--- src/rtl/reg_write_arbiter.sv ---
// Write-port arbiter for the register file: pipeline write-back has priority, auxiliary
// writes queue in a small FIFO and drain into idle cycles. Optional macro: RWA_STARVE_EN.
module reg_write_arbiter #(
    parameter int DEPTH        = 4,
    parameter int AW           = 4,
    parameter int DW           = 32,
    parameter int STARVE_LIMIT = 8
) (
    input  logic                   clk,
    input  logic                   rst,
    input  logic                   wb_en,
    input  logic [AW-1:0]          wb_dest,
    input  logic [DW-1:0]          wb_value,
    input  logic                   aux_valid,
    output logic                   aux_ready,
    input  logic [AW-1:0]          aux_dest,
    input  logic [DW-1:0]          aux_value,
    input  logic [AW-1:0]          src1,
    input  logic [AW-1:0]          src2,
    output logic                   hazard1,
    output logic                   hazard2,
    output logic                   rf_wb_en,
    output logic [AW-1:0]          rf_dest,
    output logic [DW-1:0]          rf_value,
    output logic [$clog2(DEPTH):0] q_count,
    output logic                   stall_req
);

    localparam int PW = $clog2(DEPTH);
    localparam int CW = PW + 1;

    logic [AW-1:0]    dest_r  [DEPTH];
    logic [DW-1:0]    value_r [DEPTH];
    logic [DEPTH-1:0] live_r;
    logic [PW-1:0]    rd_ptr_r;
    logic [PW-1:0]    wr_ptr_r;
    logic [CW-1:0]    count_r;
    logic             ready_r;
    logic             rf_wb_en_r;
    logic [AW-1:0]    rf_dest_r;
    logic [DW-1:0]    rf_value_r;

    logic             head_valid_s;
    logic             head_live_s;
    logic             push_s;
    logic             pop_s;
    logic             nxt_wb_en_s;
    logic [AW-1:0]    nxt_dest_s;
    logic [DW-1:0]    nxt_value_s;
    logic [CW-1:0]    count_nxt_s;
    logic             hazard1_s;
    logic             hazard2_s;

    // Grant decision: write-back first, then a live head; a dead head is discarded either way.
    always_comb begin
        head_valid_s = (count_r != CW'(0));
        head_live_s  = head_valid_s && live_r[rd_ptr_r];
        push_s       = aux_valid && ready_r;
        pop_s        = 1'b0;
        nxt_wb_en_s  = 1'b0;
        nxt_dest_s   = {AW{1'b0}};
        nxt_value_s  = {DW{1'b0}};
        if (wb_en) begin
            nxt_wb_en_s = 1'b1;
            nxt_dest_s  = wb_dest;
            nxt_value_s = wb_value;
            pop_s       = head_valid_s && !head_live_s;
        end else if (head_live_s) begin
            nxt_wb_en_s = 1'b1;
            nxt_dest_s  = dest_r[rd_ptr_r];
            nxt_value_s = value_r[rd_ptr_r];
            pop_s       = 1'b1;
        end else begin
            pop_s       = head_valid_s;
        end
        case ({push_s, pop_s})
            2'b10:   count_nxt_s = count_r + CW'(1);
            2'b01:   count_nxt_s = count_r - CW'(1);
            default: count_nxt_s = count_r;
        endcase
    end

    // Read-operand hazard: any live queued write to the decoded source registers.
    always_comb begin
        hazard1_s = 1'b0;
        hazard2_s = 1'b0;
        for (int i = 0; i < DEPTH; i++) begin
            hazard1_s = hazard1_s | (live_r[i] && (dest_r[i] == src1));
            hazard2_s = hazard2_s | (live_r[i] && (dest_r[i] == src2));
        end
    end

    // Queue control: pointers, occupancy, live bits (kill, then pop, then push).
    always_ff @(posedge clk or negedge rst) begin
        if (!rst) begin
            rd_ptr_r <= {PW{1'b0}};
            wr_ptr_r <= {PW{1'b0}};
            count_r  <= {CW{1'b0}};
            ready_r  <= 1'b0;
            live_r   <= {DEPTH{1'b0}};
        end else begin
            for (int i = 0; i < DEPTH; i++) begin
                if (wb_en && (dest_r[i] == wb_dest)) begin
                    live_r[i] <= 1'b0;
                end
            end
            if (pop_s) begin
                live_r[rd_ptr_r] <= 1'b0;
                rd_ptr_r         <= rd_ptr_r + PW'(1);
            end
            if (push_s) begin
                live_r[wr_ptr_r] <= 1'b1;
                wr_ptr_r         <= wr_ptr_r + PW'(1);
            end
            count_r <= count_nxt_s;
            ready_r <= (count_nxt_s < CW'(DEPTH));
        end
    end

    // Payload storage needs no reset; validity is carried by count_r and live_r.
    always_ff @(posedge clk) begin
        if (push_s) begin
            dest_r[wr_ptr_r]  <= aux_dest;
            value_r[wr_ptr_r] <= aux_value;
        end
    end

    // Registered write command toward the register file write-back inputs.
    always_ff @(posedge clk or negedge rst) begin
        if (!rst) begin
            rf_wb_en_r <= 1'b0;
            rf_dest_r  <= {AW{1'b0}};
            rf_value_r <= {DW{1'b0}};
        end else begin
            rf_wb_en_r <= nxt_wb_en_s;
            rf_dest_r  <= nxt_dest_s;
            rf_value_r <= nxt_value_s;
        end
    end

`ifdef RWA_STARVE_EN
    localparam int SW = $clog2(STARVE_LIMIT + 1);

    logic [SW-1:0] wait_r;
    logic [SW-1:0] wait_nxt_s;
    logic          stall_r;

    // Wait counter: counts edges a live head is held off by write-back, saturating at the limit.
    always_comb begin
        if (pop_s || !head_valid_s) begin
            wait_nxt_s = {SW{1'b0}};
        end else if (head_live_s && (wait_r != SW'(STARVE_LIMIT))) begin
            wait_nxt_s = wait_r + SW'(1);
        end else begin
            wait_nxt_s = wait_r;
        end
    end

    // Bubble request held until the head finally drains.
    always_ff @(posedge clk or negedge rst) begin
        if (!rst) begin
            wait_r  <= {SW{1'b0}};
            stall_r <= 1'b0;
        end else begin
            wait_r  <= wait_nxt_s;
            stall_r <= (wait_nxt_s == SW'(STARVE_LIMIT));
        end
    end

    assign stall_req = stall_r;
`else
    assign stall_req = (STARVE_LIMIT < 0) ? 1'b1 : 1'b0;
`endif

    assign aux_ready = ready_r;
    assign hazard1   = hazard1_s;
    assign hazard2   = hazard2_s;
    assign rf_wb_en  = rf_wb_en_r;
    assign rf_dest   = rf_dest_r;
    assign rf_value  = rf_value_r;
    assign q_count   = count_r;

endmodule

--- config.mk ---
export PLATFORM = sky130hd
export DESIGN_NAME = reg_write_arbiter
export DESIGN_NICKNAME = d
export VERILOG_FILES = /design/src/rtl/reg_write_arbiter.sv
export SDC_FILE = /design/constraint.sdc
export NUM_CORES = 1
export LEC_CHECK = 0
export ABC_CLOCK_PERIOD_IN_PS = 2900
export CAP_MARGIN = 20
export CORE_ASPECT_RATIO = 1.75
export CORE_MARGIN = 5
export CORE_UTILIZATION = 53
export CTS_CLUSTER_DIAMETER = 60
export DETAILED_ROUTE_END_ITERATION = 7
export PLACE_DENSITY = 0.79
export SLEW_MARGIN = 20
export SYNTH_ARGS = -nofsm -noshare
export SYNTH_HDL_FRONTEND = slang
export SYNTH_SLANG_ARGS = --single-unit
--- constraint.sdc ---
create_clock -name clk -period 2.9 [get_ports clk]
set_input_delay 0.58 -clock clk [delete_from_list [all_inputs] [get_ports clk]]
set_output_delay 0.58 -clock clk [all_outputs]
set_load 0.02 [all_outputs]
Yosys cells after proc, flatten, opt, wreduce, memory -nomap -nowiden

Memories as Yosys holds them, arrays and structs flattened.
Cells that the tools add are included.

Flip-flop bits (word level): 49
Memory bits (writable): 144
Bits of input ports: 84
Output and inout bits: 44
Word-level logic and storage cells: 84
Memories kept: 2

Memories:

| name    | words | width | rd ports | clocked after Yosys merged registers in | write ports | RTL line | RTL |
|---|---|---|---|---|---|---|---|
| value_r | 4     | 32    | 1        | 0                                       | 1           | 33       | `logic [DW-1:0] value_r [DEPTH];` |
| dest_r  | 4     | 4     | 5        | 0                                       | 1           | 32       | `logic [AW-1:0] dest_r [DEPTH];` |

$add $sub $neg: 4
Magnitude comparators: 5
Equality and inequality tests: 14
Mux-type cells: 23
Bitwise operators: 9
Reductions and logical operators: 19

Operators with widths:

| kind                                                        | number |
|---|---|
| two-way mux 32 bit                                          | 2 |
| equality test 4 bit                                         | 12 |
| logical AND 1 bit                                           | 17 |
| two-way mux 4 bit                                           | 4 |
| two-way mux 1 bit                                           | 13 |
| less-than comparator 2 x 3 -> 1 bit (second input constant) | 2 |
| bitwise OR 1 bit                                            | 6 |
| case mux 3 bit (2 select lines)                             | 1 |
| adder 2 x 1 -> 2 bit (second input constant)                | 2 |
| bitwise AND 4 bit                                           | 1 |
| demux 1 bit (select 2 bit)                                  | 2 |
| >= comparator 2 x 1 -> 1 bit (second input constant)        | 2 |
| inverter 4 bit                                              | 1 |
| bitwise OR 4 bit                                            | 1 |
| adder 3 x 1 -> 3 bit (second input constant)                | 1 |
| less-than comparator 3 bit (second input constant)          | 1 |
| nonzero test 3 bit                                          | 1 |
| subtractor 3 x 1 -> 3 bit (second input constant)           | 1 |
| binary-select mux 1 bit (select 2 bit)                      | 1 |
| equality test 2 x 1 -> 1 bit (second input constant)        | 1 |
| equality test 2 bit (second input constant)                 | 1 |
| zero test 1 bit                                             | 1 |

Logic depth before layout (Yosys ltp)

Depth after elaboration: 9
Gate-level depth with buffers: 11
Gate-level depth less buffers: 10

Least setup slack after synthesis

OpenSTA, ideal clock, no wires.

Path type: in2reg
Start: in wb_en
End: reg ready_r, in the netlist aux_ready
Setup time: 121 ps
Arrival time: 2204 ps
Required time: 2779 ps
Path slack: 575 ps
Stages on the path: 11
Buffers on the path: 1
Cell sequence: buf_2 > nand2_1 > o32ai_1 > a31o_2 > inv_2 > ha_1 > fa_1 > xnor2_1 > nor2_1 > xor2_1 > inv_1

Word-level cells in the longest chain between the ends: 4
Elaborated cells between the ends (all ways): 5
Classes of those cells: order compare: 1; eq/ne: 2; mux: 2

Ends and longest elaborated chain:

| what                                                                | RTL line | RTL |
|---|---|---|
| start, declared                                                     | 11       | `input logic wb_en,` |
| two-way mux 1 bit *                                                 | 63       | `if (wb_en) begin` |
| net pop_s                                                           | 46       | `logic pop_s;` |
| equality test 2 x 1 -> 1 bit or equality test 2 bit (tied branches) | 76       | `case ({push_s, pop_s})` |
| case mux 3 bit (2 select lines) *                                   | 76       |  |
| less-than comparator 3 bit *                                        | 116      | `ready_r <= (count_nxt_s < CW'(DEPTH));` |
| end signal, assigned                                                | 116      |  |
| end, declared                                                       | 38       | `logic ready_r;` |

The timed path passes the listed nets; every way through them passes the cells marked *.
A chain may end at the register's enable or synchronous reset.

Final worst setup path

Start: in src1[3]
End: out hazard1

Word-level cells in the longest chain between the ends: 5
Elaborated cells between the ends (all ways): 11
Classes of those cells: eq/ne: 4; bitwise: 3; reduce/logical: 4

Ends and longest elaborated chain:

| what                          | RTL line | RTL |
|---|---|---|
| start, declared               | 18       | `input logic [AW-1:0] src1,` |
| equality test 4 bit           | 88       | `hazard1_s = hazard1_s \| (live_r[i] && (dest_r[i] == src1));` |
| logical AND 1 bit             | 88       |  |
| bitwise OR 1 bit (2 in a row) | 88       |  |
| bitwise OR 1 bit *            | 88       |  |
| end, declared                 | 20       | `output logic hazard1,` |

Every way passes the cells marked *; elsewhere a longest branch is shown, timed or not.

==> results_dict.tcl <==
set metrics [dict create \
    first_iter_violations 214 \
    r2r_slack_ns 0.63 \
    maxSlewViolCount 0 \
    end_kind "primary output" \
    syn_inst 414 \
    r2r_cells 9 \
    r2r-start "q_count[0]" \
    die_y_um 171 \
    crit_fanout 4 \
    die-area_mm2 0.0175 \
    setup_violations 0 \
    grt_overflow 0 \
    first_global_vias 4599 \
    max_freq_ghz 0.368 \
    max_cap_violations 0 \
    worst_ep_arrival_time_ns 2.14 \
    min_period_ns 2.72 \
    final_cell_mix "144 x edfxtp_1, 122 x clkdlybuf4s50_1, 47 x dfrtp_1" \
    p_leak_nw 3.59 \
    cts_made_buffers 17 \
    synth-seq-cells 193 \
    clkTransAtPathRegs_ns 0.07 \
    vdd_ir_drop_max_v 0.000474 \
    hold_class "in -> async" \
    nNetsFinal 642 \
    startpoint "src1[3]" \
    postCtsHoldBufs 0 \
    path_class "in -> out" \
    synthArstFlopShare 0.254 \
    antenna_found_initial 1 \
    syn_area_mm2 0.00786 \
    synth_compound_area_frac 0.0539 \
    vias_per_cell 5.67 \
    yosys.area.top_type_share 0.550 \
    start_util 0.533 \
    htreeDepth 4 \
    drive_above_1_share 0.144 \
    grt_pass1_wl_um 25700 \
    yosys_warnings 0 \
    yosysUniqueCellTypes 33 \
    met1_usage 0.224 \
    grt_max_degree 43 \
    via_count 4225 \
    synth-xor-area-share 0.0590 \
    synth_top_area_cell "edfxtp_1" \
    port_buffers 126 \
    cp.required_ns 2.32 \
    crit_end "hazard1" \
    grt-busiest-layer "met2" \
    dp_hpwl_um 11400 \
    post_drt_wl_per_cell_um 22.9 \
    crit_path_start_kind "input pin" \
    synthSimpleGateAreaFrac 0.0229 \
    outcome "complete, no violations" \
    gp_congestion 0.875 \
    crit_chain "clkdlybuf4s50_1 -> xor2_1 -> nor3_1 -> nand3_1 -> nand4_1 -> dlygate4sd2_1" \
    final_common_cell "edfxtp_1" \
    area_growth_pct 26.1 \
    max_stage_delay_ns 0.55 \
    drtAntennaViolNets 0 \
    powerDensity_mw_per_mm2 865 \
    core.rowCount 59 \
    final_util 0.672 \
    cts_tree "built" \
    period_share 0.937 \
    r2r_end "aux_ready" \
    grt_use_met3 0.0384 \
    worst_slew_pin_slew_ns 0.828 \
    synthMuxAreaShare 0.118 \
    syn_nets 508 \
    post-route-drc-count 0 \
    grtUsageTotal 0.202 \
    fin_skew_ns 0.0168 \
    cts_num_sinks 193 \
    rsz0062_at_grt "no" \
    slew_headroom 0.448 \
    core_area_mm2 0.0148 \
    cts_root_buf "clkbuf_16" \
    io_pins 128 \
    cp_slowest_cell "clkdlybuf4s50_1" \
    seq_area_frac_synth 0.706 \
    use_met2 0.376 \
    clk_path_buf_depth 2 \
    clock_latency_ns 0.42 \
    hold_viol 0 \
    cts_setup_buffers 0 \
    synth_top_family_by_area "multiplexers" \
    dominantRegCellSynth "edfxtp_1" \
    synth_fa_ha_area_frac 0.0169 \
    synth_edf_count 144 \
    synthTopCellsByArea "edfxtp_1 55%, dfrtp_1 16%, mux4_2 7.7%" \
    routed_wl_um 17100 \
    die_x_um 102 \
    finalPower_w 0.00858 \
    first_pass_iters 4 \
    avgSynthCellArea_um2 19.0 \
]
cells by family (layout without fill, tap and decap cells):
family | after synthesis | after routing
multiplexers | 42 | 42
flip-flops | 193 | 193
XOR/XNOR | 53 | 53
adder cells (fa/ha/maj) | 10 | 10
AND/OR/NAND/NOR | 35 | 35
AO/OA/AOI/OAI | 47 | 47
buffers and inverters | 33 | 180
other | 1 | 2
layout make-up:
cell class / instances / area [um2]
clock inverter: 14 / 146
clock buffer: 18 / 429
fill: 1016 / 4850
inverter: 10 / 37.5
tap: 183 / 229
sequential: 193 / 5550
multi-input combinational: 188 / 2130
timing repair buffer: 138 / 1390
antenna: 1 / 2.50
worst min-delay path by stage:
stage                            from                          to  slack [ns]  depth (start not counted)
final                             rst                  rf_dest[1]        0.25                          1
after global routing              rst                  rf_dest[1]        0.29                          1
after CTS                         rst                  rf_dest[1]        0.25                          1
after detailed placement  wr_ptr_r[0]                 wr_ptr_r[0]        0.53                          1
after global placement    wr_ptr_r[0]                 wr_ptr_r[0]        0.52                          1
after floorplan                   rst  asynchronous set/reset pin        0.28                          0
Yosys cell counts (8+ instances only):
cell type	count
edfxtp_1	144
dfrtp_1	49
xor2_1	37
a22o_1	36
mux4_2	27
xnor2_1	16
nand3_1	12
mux4_1	10
nand2_1	10
clkbuf_1	9
ha_1	9
inv_1	8
nor3_1	8
flip-flops by register name, summed over array words and instances (netlist names), named ones only:
signal and cells:
value_r 128, q_count 2, aux_ready 1, rf_dest 4, live_r 4, rf_value 32, rf_wb_en 1, dest_r 16
wr_ptr_r 2, rd_ptr_r 2
metal layers:
layer / share of wire / wire length, um
met2: 0.59 / 9980
met1: 0.35 / 6020
met5: 0 / 0
met4: 0.023 / 390
met3: 0.039 / 666
worst max-delay path: cells and delay by family:
family,cells,cell delay (ns)
and+or+nand+nor,3,0.46
xor gates and xnor gates,1,0.21
buffers and inverters,2,0.89
where the power goes:
group	total [W]	internal (W)	switching [W]
registers	0.00377	0.00350	0.000275
logic	0.00259	0.00129	0.00130
clock network	0.00222	0.00115	0.00107
what timing repair did:
action	4_1_cts	5_1_grt
gates resized for setup	2	0
endpoints found under the hold margin	0	0
endpoints found under the setup margin	2	0
per-stage QoR:
stage / worst slack (ns) / instances / TNS, ns / area [um2] / hold WS [ns]
floorplan: 0.575 / 414 / 0 / 7860 / 0.284
global placement: -0.0727 / 712 / -0.110 / 9340 / 0.516
finish: 0.182 / 745 / 0 / 9920 / 0.254
CTS: 0.159 / 744 / 0 / 9910 / 0.253
global route: 0.0906 / 745 / 0 / 9920 / 0.292
detailed placement: -0.108 / 712 / -0.111 / 9340 / 0.534
(Power assumes the default switching activity.)
